==> config.mk <==
export PLATFORM = sky130hd
export DESIGN_NAME = qpsk_modulator
export DESIGN_NICKNAME = d
export VERILOG_FILES = /design/src/rtl/qpsk_modulator.sv
export SDC_FILE = /design/constraint.sdc
export NUM_CORES = 1
export LEC_CHECK = 0
export CAP_MARGIN = 10
export CORE_MARGIN = 1
export CORE_UTILIZATION = 30
export CTS_BUF_LIST = sky130_fd_sc_hd__clkbuf_4
export CTS_CLUSTER_SIZE = 8
export DETAILED_ROUTE_END_ITERATION = 7
export SKIP_CTS_REPAIR_TIMING = 1
export SYNTH_ARGS = -nofsm -noshare
export SYNTH_HDL_FRONTEND = slang
export SYNTH_SLANG_ARGS = --single-unit
==> constraint.sdc <==
create_clock -name clk -period 9.6 [get_ports clk]
set_clock_uncertainty 0.05 [all_clocks]
set_input_delay 0.96 -clock clk [delete_from_list [all_inputs] [get_ports clk]]
set_output_delay 0.96 -clock clk [all_outputs]
set_load 0.1 [all_outputs]
==> src/rtl/qpsk_modulator.sv <==
// QPSK transmitter: symbol FIFO, per-symbol hold FSM, NCO plus cosine LUT, 2-stage output pipe.
// Optional macro QPSK_TX_UNDERRUN_CNT_EN adds a saturating underrun_cnt output.
module qpsk_modulator #(
  parameter int unsigned FIFO_DEPTH = 4,
  parameter int unsigned OUT_W      = 16,
  parameter int unsigned LUT_AW     = 8
) (
  input  logic                    clk,
  input  logic                    reset,
  input  logic                    enable,
  input  logic [31:0]             fcw,
  input  logic [15:0]             sps,
  input  logic [1:0]              sym_in,
  input  logic                    sym_valid,
  output logic                    sym_ready,
  output logic signed [OUT_W-1:0] dac_out,
  output logic                    dac_valid,
  output logic                    busy,
  output logic                    underrun
`ifdef QPSK_TX_UNDERRUN_CNT_EN
  ,
  output logic [15:0]             underrun_cnt
`endif
);

  localparam int unsigned PTR_W = (FIFO_DEPTH > 1) ? $clog2(FIFO_DEPTH) : 1;
  localparam int unsigned CNT_W = PTR_W + 1;
  localparam int unsigned ACC_W = 32;
  localparam int unsigned LUT_N = 2 ** LUT_AW;
  localparam real         TWO_PI = 6.283185307179586;
  localparam real         AMP    = real'((64'd1 << (OUT_W - 1)) - 64'd1);

  typedef enum logic {ST_IDLE, ST_SEND} state_t;

  // Full-wave cosine table, rounded to nearest at elaboration
  logic signed [OUT_W-1:0] lut_rom [LUT_N];
  for (genvar k = 0; k < LUT_N; k++) begin : g_lut
    localparam real COS_R = AMP * $cos(TWO_PI * real'(k) / real'(LUT_N));
    localparam int  COS_I = (COS_R >= 0.0) ? $rtoi(COS_R + 0.5) : -$rtoi(0.5 - COS_R);
    assign lut_rom[k] = OUT_W'(COS_I);
  end

  logic [1:0]       fifo_q [FIFO_DEPTH];
  logic [PTR_W-1:0] wr_ptr_q;
  logic [PTR_W-1:0] rd_ptr_q;
  logic [CNT_W-1:0] count_q;
  logic             fifo_full_c;
  logic             fifo_empty_c;
  logic             push_c;
  logic             pop_c;

  state_t           state_q;
  logic [1:0]       cur_sym_q;
  logic [15:0]      sps_l_q;
  logic [15:0]      cnt_q;
  logic [15:0]      sps_eff_c;
  logic             last_c;
  logic             und_set_c;
  logic             underrun_q;

  logic [ACC_W-1:0]        acc_q;
  logic [ACC_W-1:0]        acc_d;
  logic [LUT_AW-1:0]       sym_off_c;
  logic [LUT_AW-1:0]       phase_c;
  logic [LUT_AW-1:0]       addr_q;
  logic                    s1_valid_q;
  logic signed [OUT_W-1:0] dac_out_q;
  logic                    dac_valid_q;

  assign fifo_full_c  = (count_q == CNT_W'(FIFO_DEPTH));
  assign fifo_empty_c = (count_q == '0);
  assign sym_ready    = !fifo_full_c;
  assign push_c       = sym_valid && !fifo_full_c;

  // A symbol boundary is either an idle start or the last sample of the held symbol
  assign sps_eff_c = (sps == 16'd0) ? 16'd1 : sps;
  assign last_c    = (state_q == ST_SEND) && (cnt_q == sps_l_q - 16'd1);
  assign pop_c     = enable && !fifo_empty_c && ((state_q == ST_IDLE) || last_c);
  assign und_set_c = last_c && enable && fifo_empty_c;

  // Symbol storage carries no reset; occupancy is tracked by the pointers and count
  always_ff @(posedge clk) begin
    if (push_c) begin
      fifo_q[wr_ptr_q] <= sym_in;
    end
  end

  always_ff @(posedge clk or negedge reset) begin
    if (!reset) begin
      wr_ptr_q <= '0;
      rd_ptr_q <= '0;
      count_q  <= '0;
    end else begin
      if (push_c) wr_ptr_q <= wr_ptr_q + PTR_W'(1);
      if (pop_c)  rd_ptr_q <= rd_ptr_q + PTR_W'(1);
      case ({push_c, pop_c})
        2'b10:   count_q <= count_q + CNT_W'(1);
        2'b01:   count_q <= count_q - CNT_W'(1);
        default: count_q <= count_q;
      endcase
    end
  end

  // Symbol hold FSM; sps is relatched only at a boundary
  always_ff @(posedge clk or negedge reset) begin
    if (!reset) begin
      state_q    <= ST_IDLE;
      cur_sym_q  <= 2'b00;
      sps_l_q    <= 16'd1;
      cnt_q      <= 16'd0;
      underrun_q <= 1'b0;
    end else begin
      underrun_q <= und_set_c;
      case (state_q)
        ST_IDLE: begin
          if (pop_c) begin
            state_q   <= ST_SEND;
            cur_sym_q <= fifo_q[rd_ptr_q];
            sps_l_q   <= sps_eff_c;
            cnt_q     <= 16'd0;
          end
        end
        ST_SEND: begin
          if (last_c) begin
            cnt_q <= 16'd0;
            if (pop_c) begin
              cur_sym_q <= fifo_q[rd_ptr_q];
              sps_l_q   <= sps_eff_c;
            end else begin
              state_q <= ST_IDLE;
            end
          end else begin
            cnt_q <= cnt_q + 16'd1;
          end
        end
      endcase
    end
  end

  always_comb begin
    acc_d = acc_q;
    if (enable) begin
      acc_d = acc_q + fcw;
    end else if (state_q == ST_IDLE) begin
      acc_d = '0;
    end
  end

  // Symbol offset {sym, 1, 0...} lands on the 45/135/225/315 degree points
  assign sym_off_c = LUT_AW'({cur_sym_q, 1'b1}) << (LUT_AW - 3);
  assign phase_c   = acc_q[ACC_W-1 -: LUT_AW] + sym_off_c;

  always_ff @(posedge clk or negedge reset) begin
    if (!reset) begin
      acc_q       <= '0;
      addr_q      <= '0;
      s1_valid_q  <= 1'b0;
      dac_out_q   <= '0;
      dac_valid_q <= 1'b0;
    end else begin
      acc_q       <= acc_d;
      addr_q      <= phase_c;
      s1_valid_q  <= (state_q == ST_SEND);
      dac_out_q   <= s1_valid_q ? lut_rom[addr_q] : '0;
      dac_valid_q <= s1_valid_q;
    end
  end

  assign dac_out   = dac_out_q;
  assign dac_valid = dac_valid_q;
  assign busy      = (state_q == ST_SEND);
  assign underrun  = underrun_q;

`ifdef QPSK_TX_UNDERRUN_CNT_EN
  logic [15:0] und_cnt_q;

  always_ff @(posedge clk or negedge reset) begin
    if (!reset) begin
      und_cnt_q <= 16'd0;
    end else if (und_set_c && (und_cnt_q != 16'hFFFF)) begin
      und_cnt_q <= und_cnt_q + 16'd1;
    end
  end

  assign underrun_cnt = und_cnt_q;
`endif

endmodule

==> summary.txt, run 1 <==
Synth
  • Distinct cell type count after synthesis: 76
  • Post-Syn Area: 0.01059 mm^2
  • Avg Synthesized Cell Area: 7.627 um^2
  • EDFF count, synth: 8
  • Synthesized flop and latch total: 109
  • Sequential-to-total area share from yosys stat: 0.2616
  • Main synth FF type: dfrtp_1
  • Yosys warnings: 0
  • Syn nets: 1497
  • Post-synth ARST share: 0.9266
  • Mapped Cells: 1388

STA
  • Final hold violation count: 0
  • Setup violators final: 0
  • Setup_tns: 0 ps
  • Pins Over Slew Limit: 0
  • Fmax: 244.2 MHz
  • Final worst-path cycle share: 0.4265
  • Worst Slack Setup Final: 5506 ps
  • Pin slew with the least headroom to its limit: 1218 ps
  • Final min period: 4094 ps
  • RSZ-0062 raised after global routing: false
  • Max transition margin: 0.1863

Critical path
  • Worst EP arrival: 4500 ps
  • CP required: 10010 ps
  • Setup crit end kind: register
  • RR Startpoint: sps_l_q[1]$_DFFE_PN0P_
  • Crit-path max FO: 29
  • Kind of critical path: register to register
  • Startpoint types: register
  • Setup crit start: sps_l_q[1]$_DFFE_PN0P_

Routing
  • DRC: 0
  • Via count: 11410
  • DR iter-0 viols: 1908
  • Wire length per cell: 22.73 um
  • Avg Vias per Cell: 6.209
  • Aggregate routed wire length: 41.78 mm
  • Initial DRT Pass Iterations: 6
  • Routed Antenna Nets: 0

Power
  • Cell Pwr Density: 396.5 mW/mm^2
  • Peak supply drop: 0.1779 mV
  • LEAKAGE: 4.573 nW
  • Overall power after layout: 4.647 mW

Clocking
  • Worst-Skew Late Latency: 540 ps
  • H-tree levels: 3
  • CTS buffer count: 9
  • Clk root buf: clkbuf_4
  • CTS max path bufs: 2
  • Clock transition at path regs: 240 ps
  • CTS tree: built
  • Clock Sinks: 109

Floorplanning
  • Initial Util: 0.3057
  • Ports: 74
  • Die height: 189.9 um
  • Core area: 0.03463 mm^2
  • # rows: 68
  • Die Footprint: 0.03604 mm^2
  • Chip width: 189.9 um

GRT
  • Largest net degree at the start of global routing: 157
  • GRT overflow: 0
  • Initial antenna violation count: 1
  • First-pass GRT wire length: 64.16 mm
  • Number of global-route vias before repair: 10820
  • GR Util All Layers: 0.2304

Placement
  • IO buf count: 73
  • Placed instance count: 1820
  • Routability Congestion: 1.045
  • Worst Setup Slack post-DPL: 5476 ps
  • Hpwl dp: 28.53 mm

Worst hold path
  • Hold Crit Class: input port to asynchronous set/reset pin

Cells and area
  • Finished Core Util: 0.3385
  • Non-filler cells in the finished layout: 1838
  • Final nets: 1486
  • Ratio of cells with drive above 1 in the final layout: 0.06006
  • Area delta synth->final: 10.71%
  • Fillers: 3666

Run status
  • Status: finished clean

Run
  • Max Cap Viol: 0
power breakdown:
group / switching, mW / leakage [nW] / internal, mW / total [mW]
sequential: 0.152 / 1.28 / 0.608 / 0.760
combinational: 2.49 / 3.22 / 1.15 / 3.65
clock: 0.182 / 0.0707 / 0.0592 / 0.241
total: 2.83 / 4.57 / 1.82 / 4.65
cells in the final DEF, fill, tap and decap left out, types with 6 or more instances in the layout:
cell type,n
o211ai_1,27
a22oi_1,8
a211oi_1,21
ha_1,52
clkbuf_4,10
mux2i_1,10
a221oi_1,22
buf_4,20
inv_1,33
a21oi_1,142
edfxtp_1,8
a21o_1,19
nor2b_1,25
o22ai_1,10
and3_1,17
or2_2,6
and2_1,8
a22o_1,7
o311ai_0,8
dfrtp_1,96
nand2b_1,26
o21a_1,7
nand4_1,12
xnor2_1,32
mux4_2,7
xor2_1,21
or3_1,11
mux2_4,17
clkdlybuf4s50_1,72
a31oi_1,19
nor2_1,108
nand3_1,45
nor4_1,12
nand2_1,149
o31ai_1,12
a311oi_1,17
o21ai_0,133
nor3_1,39
kinds of logic (layout without fill, tap and decap cells):
group           after synthesis  count (layout)  synth area share
compound gates              512             512            0.3088
simple gates                473             473            0.2125
buf+inv                     151             145           0.05661
flops                       109             109            0.2616
fa+ha+maj                    55              55           0.06713
xor+xnor                     53              53           0.04385
mux                          35              35           0.04952
other cells                   0               1                 0
final timing paths:
check	cells past startpoint	to	slack (ps)
max reg2reg	14	count_q[1]$_DFFE_PN0P_	5510
max in group asynchronous	2	dac_out[0]$_DFF_PN0_	7880
min reg2reg	0	addr_q[3]$_DFF_PN0_	380
min	1	dac_out[10]$_DFF_PN0_	340
max	14	count_q[1]$_DFFE_PN0P_	5510
min in group clk	0	addr_q[3]$_DFF_PN0_	380
through the flow:
| step | area (um^2) | hold WS (ps) |
|---|---|---|
| after floorplan | 10590 | 327.4 |
| after global placement | 11590 | 342.4 |
| after detailed placement | 11590 | 346.6 |
| after CTS | 11710 | 316.0 |
| after global routing | 11720 | 353.2 |
| final | 11720 | 341.4 |
metal layers:
layer | global-route usage | up-vias | share of wire
li1 | - | 5133 | -
met1 | 0.2962 | 5413 | 0.42
met2 | 0.3474 | 696 | 0.43
met3 | 0.06143 | 170 | 0.093
met4 | 0.1297 | 0 | 0.057
met5 | 0 | - | 0
state kept, by name (all words and copies together), names as in the netlist:
| signal | flops |
|---|---|
| acc_q | 32 |
| s1_valid_q | 1 |
| cur_sym_q | 2 |
| addr_q | 8 |
| count_q | 3 |
| dac_out | 16 |
| rd_ptr_q | 2 |
| cnt_q | 16 |
| dac_valid | 1 |
| underrun | 1 |
| fifo_q | 8 |
| busy | 1 |
| wr_ptr_q | 2 |
| sps_l_q | 16 |
cell type report:
class                   instances  area [um^2]  share of cell area
diodes                          1        2.502           0.0002135
repair buffers                 93        890.9             0.07601
clock inverters                 6        46.29            0.003950
well taps                     455        569.3             0.04857
flip-flops and latches        109         2776              0.2369
inverters                      36        135.1             0.01153
clock buffers                  10        75.07            0.006405
multi-input cells            1128         7224              0.6164
synthesized netlist by cell type (all sizes together) (22+ instances only):
master | n | share of area
inv | 34 | 0.012
ha | 52 | 0.061
a21oi | 142 | 0.067
dfrtp | 100 | 0.24
nand2b | 26 | 0.015
nor2b | 26 | 0.015
xnor2 | 32 | 0.026
nor2 | 109 | 0.039
a221oi | 22 | 0.018
o21ai | 134 | 0.063
o211ai | 27 | 0.019
nand2 | 149 | 0.053
nor3 | 39 | 0.018
clkbuf | 95 | 0.034
nand3 | 45 | 0.021
worst max-delay path, stage by stage, from the launching register on:
cell and delay (ps):
dfrtp_1 480, inv_1 90, ha_1 200, nor4b_2 460, a32oi_1 190, nor4_1 310
nand4_1 150, nor4_2 330, a21boi_2 90, buf_4 240, nor2_2 100, buf_4 360
ha_1 280, fa_1 420, mux2_2 270
(Power assumes the default switching activity.)
==> run 2, diff against run 1 <==
clock period = 3.3 ns   (was 9.6 ns; I/O delays follow)
==> run 2 against run 1 <==
Utilization up 2.6 points. Via count increased by 2.7%. Register-to-register slack lost 5500 ps. Sequential share of layout area fell by 1.7 points. Global-route usage rose by 1.3 points. Setup slack worse by 5500 ps. Worst hold slack worse by 1.5 ps. Wire length increased by 5.5%. Cell area increased by 7.7%. First-iteration DRC count fell by 10%. Critical path depth is 3 lower. Critical endpoint is now dac_out[10]$_DFF_PN0_.
==> summary.txt, run 2 (same netlist as run 1, synthesis figures left out) <==
Critical path
  • Worst path slowest cell: ha_1 (was dfrtp_1)
  • Worst EP arrival: 3690 ps (was 4500 ps)
  • CP required: 3700 ps (was 10010 ps)
  • Crit-path cells: clkinv_1, ha_1, nor2b_1, nor2_1, nor2_1, buf_4, nor3_1, a31oi_1, o21ai_0, a211o_1, and3_1 (was inv_1, ha_1, nor4b_2, a32oi_1, nor4_1, nand4_1, nor4_2, a21boi_2, buf_4, nor2_2, buf_4, ha_1, fa_1, mux2_2)
  • Top delay family on crit path: simple AND/OR/NAND/NOR gates (unchanged)
  • Worst Path Buf+Inv: 2 (was 3)
  • Crit path largest cell delay: 580 ps (was 480 ps)
  • Startpoint types: register (unchanged)
  • Most frequent CP cell: nor2_1
  • Crit-path max FO: 7 (was 29)
  • Setup crit end kind: register (unchanged)
  • Kind of critical path: register to register (unchanged)

GRT
  • GRT overflow: 0 (unchanged)
  • First-pass GRT wire length: 67.15 mm (was 64.16 mm)
  • Met1 Use GR: 0.3234 (was 0.2962)
  • Initial antenna violation count: 1 (unchanged)
  • Grt met2 use: 0.3707 (was 0.3474)
  • M3 GR Usage: 0.05350 (was 0.06143)
  • Number of global-route vias before repair: 11120 (was 10820)
  • GR Util All Layers: 0.2434 (was 0.2304)
  • GRT busiest layer: met2 (unchanged)
  • Largest net degree at the start of global routing: 83 (was 157)

STA
  • Final worst-path cycle share: 0.9964 (was 0.4265)
  • Max transition margin: 0.3405 (was 0.1863)
  • Setup violators final: 0 (unchanged)
  • Final min period: 3288 ps (was 4094 ps)
  • Pins Over Slew Limit: 0 (unchanged)
  • Fmax: 304.1 MHz (was 244.2 MHz)
  • Worst Slack Setup Final: 11.90 ps (was 5506 ps)
  • Final hold violation count: 0 (unchanged)
  • Pin slew with the least headroom to its limit: 986.1 ps (was 1218 ps)
  • RSZ-0062 raised after global routing: true (was false)

Cells and area
  • Post-route cell area: 0.01263 mm^2 (was 0.01172 mm^2)
  • Finished Core Util: 0.3646 (was 0.3385)
  • Max FFs per register: 32 (unchanged)
  • Area delta synth->final: 19.27% (was 10.71%)
  • Ratio of cells with drive above 1 in the final layout: 0.1301 (was 0.06006)
  • Non-filler cells in the finished layout: 1939 (was 1838)
  • Final nets: 1587 (was 1486)
  • Most frequent cells in the layout: nand2_1, a21oi_1, o21ai_0 (unchanged)
  • Commonest non-fill, non-tap cell in the layout: nand2_1 (unchanged)
  • Top reg by flops: acc_q (unchanged)

Floorplanning
  • # rows: 68 (unchanged)
  • Die height: 189.9 um (unchanged)
  • Core area: 0.03463 mm^2 (unchanged)
  • Initial Util: 0.3057 (unchanged)
  • Die Footprint: 0.03604 mm^2 (unchanged)
  • Chip width: 189.9 um (unchanged)
  • Ports: 74 (unchanged)

Routing
  • Aggregate routed wire length: 44.07 mm (was 41.78 mm)
  • Via count: 11720 (was 11410)
  • Initial DRT Pass Iterations: 6 (unchanged)
  • Wire length per cell: 22.73 um (about the same)
  • DR iter-0 viols: 1712 (was 1908)
  • Routed Antenna Nets: 0 (unchanged)
  • DRC: 0 (unchanged)
  • Avg Vias per Cell: 6.046 (was 6.209)

Clocking
  • CTS max path bufs: 2 (unchanged)
  • Clk root buf: clkbuf_4 (unchanged)
  • CTS buffer count: 9 (unchanged)
  • Clock transition at path regs: 190 ps (was 240 ps)
  • Worst-Skew Late Latency: 520 ps (was 540 ps)
  • Clock Sinks: 109 (unchanged)
  • CTS tree: built (unchanged)
  • H-tree levels: 3 (unchanged)

Placement
  • IO buf count: 73 (unchanged)
  • Hpwl dp: 32.22 mm (was 28.53 mm)
  • Placed instance count: 1918 (was 1820)
  • Worst Setup Slack post-DPL: -34.34 ps (was 5476 ps)
  • Area after DPL: 0.01242 mm^2 (was 0.01159 mm^2)
  • Routability Congestion: 1.041 (was 1.045)

Run
  • Max Cap Viol: 0 (unchanged)

Power
  • LEAKAGE: 5.091 nW (was 4.573 nW)
  • Overall power after layout: 14.72 mW (was 4.647 mW)
  • Cell Pwr Density: 1166 mW/mm^2 (was 396.5 mW/mm^2)
  • Peak supply drop: 0.5504 mV (was 0.1779 mV)

Worst hold path
  • Hold Crit Class: input port to asynchronous set/reset pin (unchanged)

Run status
  • Status: finished clean (unchanged)
run 2: final cells by class:
cell class                      count  area, um^2
Fill cell                        3646       22000
Multi-Input combinational cell   1128        7283
Clock inverter                      7       57.56
Inverter                           36       135.1
Clock buffer                        9       67.56
Tap cell                          455       569.3
Timing Repair Buffer              194        1734
Antenna cell                        1       2.502
Sequential cell                   109        2776
run 2: worst register-to-register path, stage by stage (launching register included):
cell	delay [ps]
dfrtp_1	380
clkinv_1	230
ha_1	590
nor2b_1	250
nor2_1	420
nor2_1	180
buf_4	180
nor3_1	310
a31oi_1	160
o21ai_0	200
a211o_1	140
and3_1	160
run 2: layer usage:
metal / share of wire / vias up / wire, um
li1: - / 5352 / -
met1: 0.42 / 5555 / 18500
met2: 0.44 / 678 / 19230
met3: 0.093 / 138 / 4096
met4: 0.051 / 0 / 2234
met5: 0 / - / 0
run 2: per-stage QoR:
stage                     hold slack, ps  setup TNS [ps]
after floorplan                   -15.59               0
after global placement             344.5               0
after detailed placement           349.2          -34.34
after CTS                         -219.5          -74.78
after global routing               351.3          -36.05
final                              339.8               0
run 2: final timing paths:
| path | startpoint | slack (ps) | cells past startpoint | end |
|---|---|---|---|---|
| worst max register to register | addr_q[0]$_DFF_PN0_ | 10 | 11 | dac_out[10]$_DFF_PN0_ |
| worst max-delay path | addr_q[0]$_DFF_PN0_ | 10 | 11 | dac_out[10]$_DFF_PN0_ |
| min in group clk | acc_q[26]$_DFFE_PN0P_ | 390 | 0 | addr_q[2]$_DFF_PN0_ |
| worst min-delay path | reset | 340 | 2 | acc_q[16]$_DFFE_PN0P_ |
| max in group asynchronous | reset | 1900 | 3 | sps_l_q[0]$_DFFE_PN1P_ |
| worst min register to register | acc_q[26]$_DFFE_PN0P_ | 390 | 0 | addr_q[2]$_DFF_PN0_ |
run 2: power breakdown:
| group | internal, mW | leakage, nW | total (mW) | switching (mW) |
|---|---|---|---|---|
| Combinational | 4.18 | 3.75 | 11.9 | 7.67 |
| Clock | 0.166 | 0.0665 | 0.682 | 0.516 |
| Sequential | 1.77 | 1.28 | 2.19 | 0.417 |
